<file path="config.mk">
export PLATFORM = sky130hd
export DESIGN_NAME = pipeline_hazard_ctrl
export DESIGN_NICKNAME = d
export VERILOG_FILES = /design/src/rtl/pipeline_hazard_ctrl.sv
export SDC_FILE = /design/constraint.sdc
export NUM_CORES = 1
export LEC_CHECK = 0
export CORE_UTILIZATION = 48
export DETAILED_ROUTE_END_ITERATION = 12
export PLACE_DENSITY = 0.84
export SYNTH_ARGS = -nofsm -noshare
export SYNTH_HDL_FRONTEND = slang
export SYNTH_SLANG_ARGS = --single-unit
</file>
<file path="constraint.sdc">
create_clock -name clk -period 3 [get_ports clk]
set_clock_uncertainty 0.05 [all_clocks]
set_input_delay 0.6 -clock clk [delete_from_list [all_inputs] [get_ports clk]]
set_output_delay 0.6 -clock clk [all_outputs]
set_load 0.01 [all_outputs]
</file>
<file path="src/rtl/pipeline_hazard_ctrl.sv">
// Stall/flush sequencer for the five-stage pipeline: arbitrates memory freezes,
// taken-branch flushes and load-use bubbles, and keeps saturating event counters.
module pipeline_hazard_ctrl #(
  parameter int MEM_LAT = 2,
  parameter int CNT_W   = 32
) (
  input  logic             clk,
  input  logic             arst_n,
  input  logic             mem_access,
  input  logic             branch_taken,
  input  logic             id_ex_memread,
  input  logic [4:0]       id_ex_rd,
  input  logic [4:0]       if_id_rs1,
  input  logic [4:0]       if_id_rs2,
  input  logic             if_id_use_rs1,
  input  logic             if_id_use_rs2,
  output logic             pc_en,
  output logic             if_id_hold,
  output logic             if_id_flush,
  output logic             id_ex_bubble,
  output logic             pipe_en,
  output logic             mem_stall,
  output logic [CNT_W-1:0] stall_cnt,
  output logic [CNT_W-1:0] flush_cnt,
  output logic [1:0]       dbg_state
);

  typedef enum logic [1:0] {
    RUN     = 2'd0,
    WAIT    = 2'd1,
    RELEASE = 2'd2
  } state_e;

  // WAIT covers the freeze cycles after the first one, minus the final one
  // that hands over to RELEASE.
  localparam logic [3:0] LAT_INIT = (MEM_LAT > 2) ? 4'(MEM_LAT - 2) : 4'd0;
  localparam bit         HAS_FREEZE = (MEM_LAT > 1);
  localparam bit         SHORT_LAT  = (MEM_LAT == 2);

  state_e           state_q, state_d;
  logic [3:0]       lat_cnt_q, lat_cnt_d;
  logic [CNT_W-1:0] stall_cnt_q, stall_cnt_d;
  logic [CNT_W-1:0] flush_cnt_q, flush_cnt_d;

  logic freeze;
  logic load_use;
  logic rs1_hit;
  logic rs2_hit;

  assign rs1_hit  = if_id_use_rs1 && (if_id_rs1 == id_ex_rd);
  assign rs2_hit  = if_id_use_rs2 && (if_id_rs2 == id_ex_rd);
  assign load_use = id_ex_memread && (id_ex_rd != 5'd0) && (rs1_hit || rs2_hit);
  assign freeze   = (state_q == RUN && mem_access && HAS_FREEZE) || (state_q == WAIT);

  always_comb begin
    state_d   = state_q;
    lat_cnt_d = lat_cnt_q;
    case (state_q)
      RUN: begin
        if (freeze) begin
          if (SHORT_LAT) begin
            state_d = RELEASE;
          end else begin
            state_d   = WAIT;
            lat_cnt_d = LAT_INIT;
          end
        end
      end
      WAIT: begin
        lat_cnt_d = lat_cnt_q - 4'd1;
        if (lat_cnt_q == 4'd1) state_d = RELEASE;
      end
      RELEASE: state_d = RUN;
      default: begin
        state_d   = RUN;
        lat_cnt_d = 4'd0;
      end
    endcase
  end

  // Freeze dominates; a branch outranks a load-use bubble.
  always_comb begin
    pc_en        = 1'b1;
    if_id_hold   = 1'b0;
    if_id_flush  = 1'b0;
    id_ex_bubble = 1'b0;
    pipe_en      = 1'b1;
    mem_stall    = 1'b0;
    if (freeze) begin
      pc_en      = 1'b0;
      if_id_hold = 1'b1;
      pipe_en    = 1'b0;
      mem_stall  = 1'b1;
    end else if (branch_taken) begin
      if_id_flush  = 1'b1;
      id_ex_bubble = 1'b1;
    end else if (load_use) begin
      pc_en        = 1'b0;
      if_id_hold   = 1'b1;
      id_ex_bubble = 1'b1;
    end
  end

  always_comb begin
    stall_cnt_d = stall_cnt_q;
    flush_cnt_d = flush_cnt_q;
    if (!pc_en && (stall_cnt_q != {CNT_W{1'b1}}))
      stall_cnt_d = stall_cnt_q + CNT_W'(1);
    if (branch_taken && !freeze && (flush_cnt_q != {CNT_W{1'b1}}))
      flush_cnt_d = flush_cnt_q + CNT_W'(1);
  end

  always_ff @(posedge clk or negedge arst_n) begin
    if (!arst_n) begin
      state_q     <= RUN;
      lat_cnt_q   <= 4'd0;
      stall_cnt_q <= '0;
      flush_cnt_q <= '0;
    end else begin
      state_q     <= state_d;
      lat_cnt_q   <= lat_cnt_d;
      stall_cnt_q <= stall_cnt_d;
      flush_cnt_q <= flush_cnt_d;
    end
  end

  assign stall_cnt = stall_cnt_q;
  assign flush_cnt = flush_cnt_q;
  assign dbg_state = state_q;

endmodule

</file>
==> results.yml, run 1 <==
global_route:
  overflow: 0
  gr-usage-met1: 0.277
  first_global_vias: 2538
  grt_max_degree: 35
  antenna_found_initial: 0
  grt_first_pass_wirelength_mm: 12.1
  met3_usage: 0.0504
  track_usage: 0.219
  met2_usage: 0.355
  grt_busiest_layer: "met2"
yosys:
  synth_top_area_share: 0.505
  synth_fp_nets: 329
  syn_area_um2: 3220
  yosys_warnings: 0
  syn_avg_cell_area_um2: 10.6
  yosys.area.top_type: "dfrtp_1"
  synth_edf_count: 0
  ys_seq_elements: 65
  ys_dominant_reg_cell: "dfrtp_1"
  ys_seq_area_frac: 0.505
  synth_area_leaders: "dfrtp_1, xnor2_1, xor2_1"
  synth-async-reset-ratio: 1.00
  ys_types: 37
  synthCells: 305
setup_path:
  critPathKind: "in2out"
  cp_max_fo: 3
  critPathLaunchType: "primary input"
  worstPathArrival_ns: 2.30
  worst-r2r-setup-slack_ns: 0.30
  worstSetupEndpointType: "output pin"
  worstRegToRegCells: 6
  required_ns: 2.35
timing:
  setup_violations: 0
  hold_violations: 0
  worst_slack_ns: 0.0518
  worst_slew_pin_slew_ns: 0.744
  slew_headroom: 0.504
  fin_crit_ns: 2.95
  min_period_over_period: 0.983
  finalMaxSlewViolations: 0
  fmaxAchievable_ghz: 0.339
  whs_ns: 0.284
status:
  status: "finished, violations left"
  violations: "DRC"
drt:
  drt-initial-drc-count: 156
  drt-total-wl_mm: 7.47
  drtAntennaViolNets: 0
  via_per_inst: 5.38
  vias: 2653
  drc_errors: 18
  drt_pass1_iterations: 8
  wl_per_cell_um: 15.2
die:
  die_h_um: 83.9
  die-area_um2: 7040
  rows: 29
  core_um2: 6420
  start_util: 0.501
  fp.dieW_um: 83.9
  io_pins: 94
cells_and_area:
  stdcell_count: 493
  drive_gt1_frac: 0.0913
  fillCellCount: 478
  nNetsFinal: 435
  diodes: 0
  multi_input_area_um2: 1540
  syn_to_final_growth_pct: 39.9
  fin_util: 0.701
  final-seq-area_um2: 1630
cts:
  h-tree-depth: 3
  cts.sink_count: 65
  clk_latency_ns: 0.33
  path_clk_slew_ns: 0.07
  cts_tree: "done"
  cts-root-buf: "clkbuf_8"
  cts_buffers: 9
  cts_max_path_buffers: 2
place:
  portBuffers: 92
  place_inst: 475
  hpwl_mm: 5.32
  dp_slack_ns: -0.389
  gp_congestion: 0.813
job:
  drv_cap: 0
pwr:
  p_total_w: 0.00226
  irDropWorstVdd_mv: 0.387
  p_leak_nw: 2.01
  pwr_density_cell_nw_per_um2: 501
worst_hold_path:
  hp-class: "in2async"
[path summary, 6_finish.rpt]
path | startpoint | end
setup / recovery | id_ex_rd[4] | pc_en
hold / removal | arst_n | flush_cnt[23]
setup reg to reg | stall_cnt[0] | stall_cnt[1]
hold reg to reg | stall_cnt[27] | stall_cnt[27]
max in group asynchronous | arst_n | stall_cnt[3]
min in group clk | stall_cnt[27] | stall_cnt[27]
[cells in the mapped netlist (all sizes together) (3+ instances only)]
cell type	n
dfrtp	65
xnor2	36
xor2	34
nand2	27
nand3	24
nor2	18
nor3	16
nand4	15
inv	10
and3	8
and4	5
nand2b	4
nor3b	4
nor4	4
o21ai	4
and2	3
buf	3
clkbuf	3
nor4b	3
or4	3
[where the power goes]
group | total [W] | internal, W | switching [W]
combinational | 0.000420 | 0.000236 | 0.000184
sequential | 0.00105 | 0.000948 | 0.000102
clock | 0.000788 | 0.000464 | 0.000325
total | 0.00226 | 0.00165 | 0.000610
[metal layers]
metal	vias to the layer above	routed length (µm)
li1	1257	-
met1	1277	3250
met2	101	3640
met3	18	398
met4	0	189
met5	-	0
[worst max-delay path: stages]
cell and delay (ns):
clkdlybuf4s50_1 0.42, or4_4 0.56, o21ai_4 0.19, nor2_1 0.08
a21oi_2 0.19, clkdlybuf4s15_1 0.26
[layout by cell type (no fill, tap or decap), drive strengths merged, types with 4 or more instances in the layout]
master         netlist  final
and3                 8      8
and4                 5      5
buf                  3     10
clkbuf               3     11
clkdlybuf4s50        0     88
dfrtp               65     65
inv                 10     10
nand2               27     27
nand2b               4      4
nand3               24     24
nand4               15     15
nor2                18     18
nor3                16     16
nor3b                4      4
nor4                 4      4
o21ai                4      4
xnor2               36     36
xor2                34     34
[metrics by stage]
| stage | TNS [ns] | cell area (µm²) |
|---|---|---|
| 2_1_floorplan | 0 | 3220 |
| 3_3_place_gp | -0.661 | 4260 |
| 3_5_place_dp | -1.01 | 4260 |
| 4_1_cts | 0 | 4480 |
| 5_1_grt | -0.0178 | 4500 |
| 6_report | 0 | 4500 |
[registers in the layout, indices dropped and copies added (netlist names)]
name       count
stall_cnt     32
flush_cnt     32
dbg_state      1
[kinds of logic (layout without fill, tap and decap cells)]
| family | Yosys count | count (layout) | share of synthesized area |
|---|---|---|---|
| other cells | 1 | 1 | 0.00116 |
| fa+ha+maj | 2 | 2 | 0.00777 |
| xor+xnor | 70 | 70 | 0.190 |
| compound gates | 10 | 10 | 0.0299 |
| flops | 65 | 65 | 0.505 |
| simple gates | 138 | 138 | 0.231 |
| mux | 3 | 3 | 0.0101 |
| buf+inv | 16 | 127 | 0.0245 |
[timing repair]
action,in CTS,in global routing
hold buffers,0,0
buffers inserted,0,2
endpoints found under the setup margin,3,3
hold endpoints to repair,0,0
resized for setup,7,7
pin swaps,0,3
[area by class of cell]
cell class / instances / share of cell area
sequential: 65 / 0.361
multi-input combinational: 224 / 0.343
timing repair buffer: 101 / 0.220
clock buffer: 10 / 0.0283
tap: 77 / 0.0214
clock inverter: 6 / 0.0183
inverter: 10 / 0.00833
No activity file was read; power rests on OpenSTA's default activity.
==> run 2, diff against run 1 <==
Settings changed: GPL_TIMING_DRIVEN from default to 0.
==> results.yml, run 2 (synthesis gave the netlist of run 1 again) <==
drt:
  wl_per_cell_um: 15.6
  drt-initial-drc-count: 176
  highest_layer: "met4"
  via_per_inst: 5.37
  drc_errors: 17
  drt_pass1_iterations: 8
  drtAntennaViolNets: 0
  met3_length_um: 447
  met2_length_mm: 3.81
  drt-total-wl_mm: 7.71
  met1_length_mm: 3.33
  vias: 2659
die:
  core_um2: 6420
  die_h_um: 83.9
  fp.dieW_um: 83.9
  start_util: 0.501
  rows: 29
  io_pins: 94
  die-area_um2: 7040
place:
  place_inst: 474
  place_area_um2: 4230
  gp_congestion: 0.802
  hpwl_mm: 5.35
  portBuffers: 92
timing:
  whs_ns: 0.277
  hold_violations: 0
  min_period_over_period: 0.979
  setup_violations: 0
  fin_crit_ns: 2.94
  worst_slew_pin_slew_ns: 0.787
  finalMaxSlewViolations: 0
  slew_headroom: 0.475
  tns_ns: 0
  fmaxAchievable_ghz: 0.341
cells_and_area:
  final_cell_mix: "clkdlybuf4s50_1, dfrtp_1, xnor2_1"
  stdcell_count: 495
  design_area_um2: 4510
  drive_gt1_frac: 0.0861
  syn_to_final_growth_pct: 40.2
  layout_commonest_cell: "clkdlybuf4s50_1"
  diodes: 0
  nNetsFinal: 437
cts:
  path_clk_slew_ns: 0.07
  clk_latency_ns: 0.34
  cts.sink_count: 65
  cts-root-buf: "clkbuf_8"
  ctsHoldBuffers: 0
  cts_max_path_buffers: 2
  h-tree-depth: 3
  cts_buffers: 9
  cts_tree: "done"
setup_path:
  worstPathArrival_ns: 2.29
  cp_max_fo: 3
  cp_top_family: "buffers and inverters"
  critPathKind: "in2out"
  crit_path_top_delay_cell: "or4_4"
  critPathLaunchType: "primary input"
  worstPathCellList: "dlygate4sd2_1 -> or4_4 -> o21ai_2 -> buf_4 -> nor2_1 -> a21oi_4 -> inv_1 -> dlygate4sd2_1"
  required_ns: 2.35
  cp_common_cell: "dlygate4sd2_1"
  path_buf_inv: 4
  reg2reg_from: "stall_cnt[0]"
  critPathLaunch: "id_ex_rd[0]"
  crit_path_max_incr_delay_ns: 0.55
  worstSetupEndpointType: "output pin"
worst_hold_path:
  hp-class: "in2async"
status:
  status: "finished, violations left"
  violations: "DRC"
global_route:
  grt_max_degree: 66
  grt_first_pass_wirelength_mm: 12.7
  track_usage: 0.230
  overflow: 0
  antenna_found_initial: 0
  first_global_vias: 2587
pwr:
  pwr_density_cell_nw_per_um2: 500
  irDropWorstVdd_mv: 0.556
  p_total_w: 0.00226
  p_leak_nw: 2.03
job:
  drv_cap: 0
## run 2: stage by stage
step,utilization,setup WS (ns)
finish,0.703,0.0635
floorplan,-,0.313
CTS,0.700,0.0219
detailed placement,0.659,-0.836
global placement,0.660,-0.780
global route,0.703,-0.0181
## run 2: where the power goes
| group | leakage, nW | internal, W | switching, W | total, W |
|---|---|---|---|---|
| combinational | 1.05 | 0.000234 | 0.000184 | 0.000418 |
| sequential | 0.874 | 0.000948 | 0.000102 | 0.00105 |
| clock | 0.105 | 0.000450 | 0.000338 | 0.000788 |
## run 2: what timing repair did
item                       4_1_cts  5_1_grt
resized for setup               12        2
setup endpoints to repair        3        2
pin swaps                        3        2
buffers inserted                 3        2
hold endpoints to repair         0        0
## run 2: routing by layer
metal  track usage  vias to the layer above
li1              -                     1265
met1         0.283                     1296
met2         0.390                       83
met3        0.0682                       15
met4        0.0737                        0
met5             0                        -
## run 2: worst register-to-register path, stage by stage, from the launching register on
cell	delay, ns
dfrtp_1	0.42
ha_1	0.21
nand2_1	0.11
or4_1	0.54
or4_4	0.54
o211ai_4	0.17
buf_6	0.21
mux2_1	0.33
## run 2: worst paths after layout
check                                     end  slack (ns)  cells past startpoint
worst max register to register   stall_cnt[1]        0.31                      7
worst min-delay path            flush_cnt[16]        0.28                      1
worst max-delay path               if_id_hold        0.06                      8
worst min register to register  flush_cnt[13]        0.44                      1
min in group clk                flush_cnt[13]        0.44                      1
max in group asynchronous        stall_cnt[2]        2.09                      1
## run 2: cell type report
cell class | instances | area, µm²
inverter | 10 | 37.5
clock inverter | 4 | 50.0
multi-input combinational | 224 | 1550
fill | 474 | 1910
clock buffer | 12 | 165
sequential | 65 | 1630
timing repair buffer | 97 | 951
tap | 77 | 96.3
buffer | 6 | 41.3
